===== src/rtl/rom_region_loader.sv =====
// rtl/rom_region_loader.sv - ioctl download router into NUM_REGIONS on-chip ROM regions
//
// Decodes each downloaded byte into one of NUM_REGIONS contiguous address
// regions (region i spans [END[i-1], END[i]), region 0 starts at 0) and
// forwards it as a registered write with a region-local address. Tracks
// per-region completion, out-of-range writes and a running byte checksum,
// and pulses DONE once a download has ended.
//
// Ports:
//   CLK, RESET_N      clock, asynchronous active-low reset
//   DL_ACTIVE         download in progress
//   DL_WR             one-cycle byte strobe
//   DL_ADDR, DL_DATA  global byte address and byte data
//   WR, WR_CS         registered write strobe and one-hot region select
//   WR_ADDR, WR_DATA  region-local offset and data of the write
//   LOADED            sticky per-region "last byte written" flags
//   COMPLETE          all regions loaded (one cycle behind LOADED)
//   ERR               sticky out-of-range write flag
//   CHECKSUM          wrapping sum of accepted in-range bytes
//   BUSY              download or flush in progress
//   DONE              one-cycle pulse at the end of a download

module rom_region_loader #(
  parameter int NUM_REGIONS = 15,
  parameter int ADDR_W      = 25,
  parameter int DATA_W      = 8,
  parameter logic [NUM_REGIONS*ADDR_W-1:0] REGION_END = {
    25'h17220, 25'h17200, 25'h17100, 25'h17000, 25'h16000,
    25'h14000, 25'h12000, 25'h10000, 25'h0E000, 25'h0C000,
    25'h0A000, 25'h08000, 25'h06000, 25'h04000, 25'h02000
  }
) (
  input  logic                   CLK,
  input  logic                   RESET_N,
  input  logic                   DL_ACTIVE,
  input  logic                   DL_WR,
  input  logic [ADDR_W-1:0]      DL_ADDR,
  input  logic [DATA_W-1:0]      DL_DATA,
  output logic                   WR,
  output logic [NUM_REGIONS-1:0] WR_CS,
  output logic [ADDR_W-1:0]      WR_ADDR,
  output logic [DATA_W-1:0]      WR_DATA,
  output logic [NUM_REGIONS-1:0] LOADED,
  output logic                   COMPLETE,
  output logic                   ERR,
  output logic [DATA_W-1:0]      CHECKSUM,
  output logic                   BUSY,
  output logic                   DONE
);

  typedef enum logic [1:0] {
    IDLE  = 2'd0,
    LOAD  = 2'd1,
    FLUSH = 2'd2
  } state_t;

  state_t state;
  state_t state_nxt;

  logic [ADDR_W-1:0]      region_base [NUM_REGIONS];
  logic [ADDR_W-1:0]      region_end  [NUM_REGIONS];
  logic [NUM_REGIONS-1:0] hit;
  logic [NUM_REGIONS-1:0] last_hit;
  logic [ADDR_W-1:0]      sel_base;
  logic                   in_range;
  logic                   accept;
  logic                   start;
  logic                   wr_nxt;
  logic [NUM_REGIONS-1:0] loaded_nxt;
  logic                   err_nxt;
  logic [DATA_W-1:0]      checksum_nxt;

  // Regions are disjoint, so each comparator pair is independent and at most
  // one hit bit is ever set.
  for (genvar g = 0; g < NUM_REGIONS; g++) begin : g_map
    assign region_end[g] = REGION_END[g*ADDR_W +: ADDR_W];
    if (g == 0) begin : g_first
      assign region_base[g] = '0;
    end else begin : g_rest
      assign region_base[g] = REGION_END[(g-1)*ADDR_W +: ADDR_W];
    end
    assign hit[g]      = (DL_ADDR >= region_base[g]) && (DL_ADDR < region_end[g]);
    assign last_hit[g] = (DL_ADDR == region_end[g] - ADDR_W'(1));
  end

  // One-hot hit makes an OR of masked bases equal to the selected base.
  always_comb begin
    sel_base = '0;
    for (int i = 0; i < NUM_REGIONS; i++) begin
      if (hit[i]) sel_base = sel_base | region_base[i];
    end
  end

  assign in_range = |hit;

  always_comb begin
    state_nxt = state;
    start     = 1'b0;
    accept    = 1'b0;
    case (state)
      IDLE: begin
        if (DL_ACTIVE) begin
          state_nxt = LOAD;
          start     = 1'b1;
          accept    = DL_WR;
        end
      end
      LOAD: begin
        if (!DL_ACTIVE) state_nxt = FLUSH;
        else            accept    = DL_WR;
      end
      FLUSH:   state_nxt = IDLE;
      default: state_nxt = IDLE;
    endcase
  end

  // Status starts from zero on the download-start edge; a byte accepted on
  // that same edge is applied on top of the cleared values.
  always_comb begin
    wr_nxt       = accept && in_range;
    loaded_nxt   = (start ? '0 : LOADED) | (accept ? last_hit : '0);
    err_nxt      = (start ? 1'b0 : ERR) | (accept && !in_range);
    checksum_nxt = (start ? '0 : CHECKSUM) + (wr_nxt ? DL_DATA : '0);
  end

  always_ff @(posedge CLK or negedge RESET_N) begin
    if (!RESET_N) begin
      state <= IDLE;
    end else begin
      state <= state_nxt;
    end
  end

  always_ff @(posedge CLK or negedge RESET_N) begin
    if (!RESET_N) begin
      WR       <= 1'b0;
      WR_CS    <= '0;
      WR_ADDR  <= '0;
      WR_DATA  <= '0;
      LOADED   <= '0;
      COMPLETE <= 1'b0;
      ERR      <= 1'b0;
      CHECKSUM <= '0;
      DONE     <= 1'b0;
    end else begin
      WR       <= wr_nxt;
      WR_CS    <= wr_nxt ? hit : '0;
      if (wr_nxt) begin
        WR_ADDR <= DL_ADDR - sel_base;
        WR_DATA <= DL_DATA;
      end
      LOADED   <= loaded_nxt;
      COMPLETE <= start ? 1'b0 : &LOADED;
      ERR      <= err_nxt;
      CHECKSUM <= checksum_nxt;
      DONE     <= (state == FLUSH);
    end
  end

  assign BUSY = (state != IDLE);

endmodule


===== config.mk =====
export PLATFORM = sky130hd
export DESIGN_NAME = rom_region_loader
export DESIGN_NICKNAME = d
export VERILOG_FILES = /design/src/rtl/rom_region_loader.sv
export SDC_FILE = /design/constraint.sdc
export NUM_CORES = 1
export LEC_CHECK = 0
export CORE_ASPECT_RATIO = 1.5
export CORE_MARGIN = 3
export CORE_UTILIZATION = 43
export DETAILED_ROUTE_END_ITERATION = 8
export GPL_ROUTABILITY_DRIVEN = 0
export PLACE_DENSITY = 0.77
export SYNTH_ARGS = -nofsm -noshare
export SYNTH_HDL_FRONTEND = slang
export SYNTH_SLANG_ARGS = --single-unit

===== constraint.sdc =====
create_clock -name CLK -period 2.8 [get_ports CLK]
set_input_delay 0.56 -clock CLK [delete_from_list [all_inputs] [get_ports CLK]]
set_output_delay 0.56 -clock CLK [all_outputs]
set_load 0.01 [all_outputs]

# == After elaboration in Yosys (flattened, before gate mapping) ==
# Index checks and enable logic that the tools add are counted.
# classes
add_sub_neg,2
order_cmp,30
eq_ne,19
n_mux,28
bitwise,2
reduce_logical,24
# op_table
op,n
$lt 25x17->1 const B,8
$eq 25x17->1 const B,7
$ge 25x17->1 const B,7
$mux 17,7
$eq 25x16->1 const B,4
$ge 25x16->1 const B,4
$lt 25x16->1 const B,4
$mux 15,5
$mux 16,4
$eq 25x15->1 const B,2
$ge 25x15->1 const B,2
$lt 25x15->1 const B,2
$eq 25x13->1 const B,1
$eq 25x14->1 const B,1
$ge 25x1->1 const B,1
$ge 25x14->1 const B,1
$lt 25x14->1 const B,1
$sub 25x17->25,1
$logic_and 1x1->1,17
$mux 8,2
$or 15x15->15,1
$reduce_and 15->1,1
$reduce_or 15->1,1
$mux 14,1
other kinds (13),20
# totals
regBits,77
in_bits,37
out_inout_bits,76

# == Depth between registers and ports, before layout ==
# Gate-level depths: netlist of run 1.
# logic_depth
word_depth,17
ltp_mapped,13
mapped_depth_nobuf,11

# == Worst setup path before layout of run 1 ==
# OpenSTA, ideal clock, no wires.
# synth_timing
path_kind,input port to flip-flop
from,input port DL_ADDR[16]
to,register CHECKSUM[7]
setup_time_ns,0.134
arrival_time_ns,3.281
required_ns,2.666
slack_ns,-0.615
path_stages,12
path_buffers,2
path_cell_list,buf_2 -> a211o_1 -> nand4b_1 -> nor2_1 -> buf_2 -> and2_1 -> ha_1 -> a211oi_1 -> nor2_1 -> or4_1 -> a31oi_1 -> xnor3_1
# synth_between
elab_chain_cells,6
elab_cells_between_ends,49
classes_between,add/sub: 1; order compare: 30; mux: 1; reduce/logical: 17
# synth_lines
item,line,text
from (decl),37,"input logic [ADDR_W-1:0] DL_ADDR,"
"$ge 25x1->1, or another cell as far along",82,assign hit[g] = (DL_ADDR >= region_base[g]) && (DL_ADDR < region_end[g]);
$logic_and 1x1->1,82,
$reduce_or 15->1 (*),94,assign in_range = |hit;
$logic_and 1x1->1 (*),120,wr_nxt = accept && in_range;
$mux 8 (*),123,checksum_nxt = (start ? '0 : CHECKSUM) + (wr_nxt ? DL_DATA : '0);
$add 8x8->8 (*),123,
via checksum_nxt[7],71,logic [DATA_W-1:0] checksum_nxt;
to (signal assigned),155,CHECKSUM <= checksum_nxt;
to (decl),46,"output logic [DATA_W-1:0] CHECKSUM,"
# The timed path passes the listed nets; every way through them passes the cells marked *.
# A chain may end at the register's enable or synchronous reset.

# == Worst setup path after layout of run 1 ==
# layout_timing
from,input port DL_ADDR[17]
to,register WR_ADDR[24]
# layout_between
elab_chain_cells,17
elab_cells_between_ends,62
classes_between,add/sub: 1; order compare: 30; mux: 14; reduce/logical: 17
# layout_lines
item,line,text
$ge 25x14->1 or $lt 25x15->1 (tied branches),82,
$logic_and 1x1->1,82,
$mux 14,90,if (hit[i]) sel_base = sel_base | region_base[i];
$mux 15 (2 in a row),90,
$mux 16 (4 in a row),90,
$mux 17 (7 in a row),90,
$sub 25x17->25,149,WR_ADDR <= DL_ADDR - sel_base;
to (signal assigned),149,
to (decl),41,"output logic [ADDR_W-1:0] WR_ADDR,"
# Parallel ways exist; a longest one is shown, timed or not.

==> results.py, run 1 <==
metrics = {
    "sta": {
        "setup_viol": 8,
        "hold_viol_final": 0,
        "min_period_ns": 2.941,
        "worstMarginPinSlew_ns": 0.9488,
        "final.setup.worst_slack_ns": -0.1407,
        "max_freq_mhz": 340.1,
        "finClkSkew_ns": 0.006684,
        "rsz0062_at_grt": "yes",
        "timing.hold.ws_ns": 0.3722,
        "setup-tns-final_ns": -0.6557,
        "max_slew_margin_pct": 36.74,
        "slew_viol_final": 0,
        "min_period_over_period_pct": 105.0,
    },
    "run_status": {
        "status": "complete, but fails checks",
        "violations": "setup timing",
    },
    "global_routing": {
        "grt_use_total_pct": 23.57,
        "grt_first_pass_wirelength_mm": 17.62,
        "grt_pass1_vias": 3712,
        "grt_max_degree": 78,
        "overflow": 0,
        "antenna_found_initial": 1,
    },
    "layout": {
        "layout.nets": 609,
        "register_area_sq_um": 1927,
        "layoutNonFillerInstCount": 668,
        "fill_cells": 662,
        "syn_to_final_growth_pct": 58.07,
        "multi_input_area_sq_um": 1889,
        "diodes": 0,
        "drive_gt1_share_pct": 26.20,
    },
    "drt": {
        "viasPerCell": 5.235,
        "drc": 0,
        "antenna_left": 0,
        "vias": 3497,
        "drt_wl_total_mm": 10.81,
        "firstDrtPassIters": 4,
        "wire_per_inst_microns": 16.19,
        "drt-initial-drc-count": 182,
    },
    "logic_synthesis": {
        "syn_area_per_cell_sq_um": 10.22,
        "synth.most_common_cell": "dfrtp_1",
        "netlist_top_cells_area": "dfrtp_1 51%, nand2_1 6.7%, ha_1 4.7%",
        "syn_area_sq_um": 3760,
        "synth-edff-count": 0,
        "synth_top_area_cell": "dfrtp_1",
        "synth_fp_nets": 421,
        "synth_commonest_cells": "77 x dfrtp_1, 67 x nand2_1, 21 x nor2_1, 19 x o21ai_0, 15 x and2_1",
        "ys_async_sr_fraction_pct": 100.0,
        "synth_ff_type": "dfrtp_1",
        "yosysTopAreaCellShare_pct": 51.25,
        "ys_types": 53,
        "ys_seq_area_share_pct": 51.25,
        "synth_cells": 368,
        "ys_warn_count": 0,
        "ys_seq_elements": 77,
    },
    "die": {
        "dieArea_sq_um": 9925,
        "start_util_pct": 44.42,
        "core.rowCount": 41,
        "ios": 113,
        "die_h_microns": 120.5,
        "core_sq_um": 8464,
        "die_w_microns": 82.35,
    },
    "clock_tree": {
        "clk_path_buf_depth": 2,
        "cts_buffers": 9,
        "clk_latency_ns": 0.34,
        "clock-sinks": 77,
        "ctsRootBufferMaster": "clkbuf_16",
        "cts_tree": "yes",
        "cts_max_level": 3,
        "clk_pin_slew_worst_paths_ns": 0.06,
    },
    "setup_path": {
        "rrSetupSlack_ns": 0.15,
        "reg2reg_to": "CHECKSUM[7]$_DFF_PN0_",
        "cp.required_ns": 3.08,
        "crit_type": "in2reg",
        "reg2reg_depth": 10,
        "arrival_ns": 3.22,
        "worstReg2RegStart": "state[1]$_DFFE_PN0P_",
        "endpoint_kind": "flop",
        "critPathMaxStageDelay_ns": 0.41,
        "critical_path.slowest_cell": "or3b_4",
        "path_max_fanout": 4,
        "start_kind": "input port",
        "worstPathCellList": "buf_6 -> nor4_4 -> buf_4 -> and3_4 -> nand3_4 -> or2_4 -> inv_1 -> fa_2 -> or3b_4 -> and4_1 -> o211ai_1 -> a21o_1 -> o21a_1",
    },
    "pwr": {
        "p_leak_uw": 0.002813,
        "power.density_nw_per_um2": 420.9,
        "peakVddDrop_uv": 296.7,
    },
    "run": {
        "cap_violations": 0,
    },
    "place": {
        "portBuffers": 112,
        "dp.cells": 641,
        "place.detailed.hpwl_mm": 8.110,
    },
    "min_path": {
        "hold_class": "in2async",
    },
}
cell usage in the layout (no fill, tap or decap), types with 3 or more instances in the layout:
master,netlist,layout
dfrtp_1,77,77
buf_4,0,77
clkbuf_16,0,9
a211oi_2,1,3
o21a_1,9,9
o31ai_1,5,4
nor4_1,3,3
xnor2_1,7,6
nor2_2,0,4
nor2b_1,3,3
nand4_1,3,3
a21oi_1,8,4
a21o_1,14,14
ha_2,0,3
a21oi_2,0,4
or2_2,4,3
and4_1,3,3
o21ai_0,19,17
o21ai_1,7,8
xor2_1,3,3
nor3_1,12,11
clkdlybuf4s50_1,0,89
nand3_1,9,7
and2_1,15,14
buf_2,5,4
nand2b_1,7,7
nor2_1,21,15
ha_1,14,10
buf_6,3,6
inv_1,6,6
nand2_1,67,66
dlygate4sd2_1,0,9
sequential cells by signal, indices dropped and copies added (netlist names):
signal    count
WR_DATA       8
WR_CS        15
COMPLETE      1
state         2
WR            1
ERR           1
LOADED       15
DONE          1
CHECKSUM      8
WR_ADDR      25
area by class of cell:
cell class,instances,area share [%]
inverter,6,0.3789
clock inverter,4,0.5474
multi-input combinational,272,31.79
clock buffer,12,4.147
sequential,77,32.42
timing repair buffer,190,28.46
tap,107,2.253
report_power, final:
| part | internal [uW] | switching [uW] | leakage, uW |
|---|---|---|---|
| logic | 142 | 142 | 0.00161 |
| clock network | 629 | 450 | 0.000129 |
| registers | 1130 | 9.88 | 0.00107 |
| total | 1900 | 602 | 0.00281 |
critical path, delay by kind of cell:
kind,cells,cell delay (ns)
buf+inv,3,0.37
compound gates,3,0.54
fa+ha+maj,1,0.21
simple gates,6,1.55
stage by stage:
stage | utilization [%] | worst slack, ns | total power, uW | cell area [sq um]
after global routing | 70.21 | -0.2607 | 2610 | 5943
after detailed placement | 65.17 | -0.8145 | 1434 | 5517
after CTS | 69.27 | -0.07058 | 2516 | 5863
final | 70.21 | -0.1407 | 2501 | 5943
after floorplan | - | -0.2670 | 1252 | 3832
after global placement | 65.17 | -0.7718 | 1428 | 5517
timing repair:
| action | CTS | global route |
|---|---|---|
| pin swaps | 20 | 17 |
| buffers inserted | 8 | 4 |
| endpoints found under the setup margin | 18 | 14 |
| hold buffers | 0 | 0 |
| gates resized for setup | 69 | 17 |
cells by family (layout without fill, tap and decap cells):
family,after synthesis,in the layout,synth area share (%)
and+or+nand+nor,165,165,22.56
AOI/OAI and AO/OA,80,80,14.88
DFF,77,77,51.25
xor gates and xnor gates,11,11,2.929
buffers and inverters,19,212,2.662
adders and majority gates,16,16,5.724
worst max-delay path by stage:
stage	start	to	slack, ns	depth (start not counted)
after global placement	DL_ADDR[21]	WR_ADDR[15]$_DFFE_PN0N_	-0.77	11
after global routing	DL_ADDR[17]	WR_ADDR[24]$_DFFE_PN0N_	-0.26	13
final	DL_ADDR[17]	WR_ADDR[24]$_DFFE_PN0N_	-0.14	13
after CTS	DL_ADDR[16]	CHECKSUM[7]$_DFF_PN0_	-0.07	11
after floorplan	DL_ADDR[16]	CHECKSUM[7]$_DFF_PN0_	-0.27	12
after detailed placement	DL_ADDR[21]	WR_ADDR[15]$_DFFE_PN0N_	-0.81	11
routing by layer:
| layer | global-route usage [%] | vias up | wire length [microns] |
|---|---|---|---|
| met4 | 10.19 | 2 | 310 |
| met1 | 25.60 | 1704 | 3959 |
| met5 | 0 | - | 13 |
| met3 | 7.004 | 25 | 566 |
| met2 | 41.11 | 101 | 5963 |
| li1 | - | 1665 | - |
No activity file was read; power rests on OpenSTA's default activity.
==> run 2: changes to the inputs <==
--- a/config.mk
+++ b/config.mk
@@ -10,6 +10,7 @@
 export CORE_UTILIZATION = 43
 export DETAILED_ROUTE_END_ITERATION = 8
 export GPL_ROUTABILITY_DRIVEN = 0
+export GPL_TIMING_DRIVEN = 1
 export PLACE_DENSITY = 0.77
 export SYNTH_ARGS = -nofsm -noshare
 export SYNTH_HDL_FRONTEND = slang
==> results of run 2 <==
No change in the layout: final DEF, timing and power equal those of run 1.
==> run 3: changes to the inputs <==
--- a/config.mk
+++ b/config.mk
@@ -11,6 +11,7 @@
 export DETAILED_ROUTE_END_ITERATION = 8
 export GPL_ROUTABILITY_DRIVEN = 0
 export GPL_TIMING_DRIVEN = 1
+export HOLD_SLACK_MARGIN = 0.06
 export PLACE_DENSITY = 0.77
 export SYNTH_ARGS = -nofsm -noshare
 export SYNTH_HDL_FRONTEND = slang
==> results of run 3 <==
No change in the layout: final DEF, timing and power equal those of run 1.
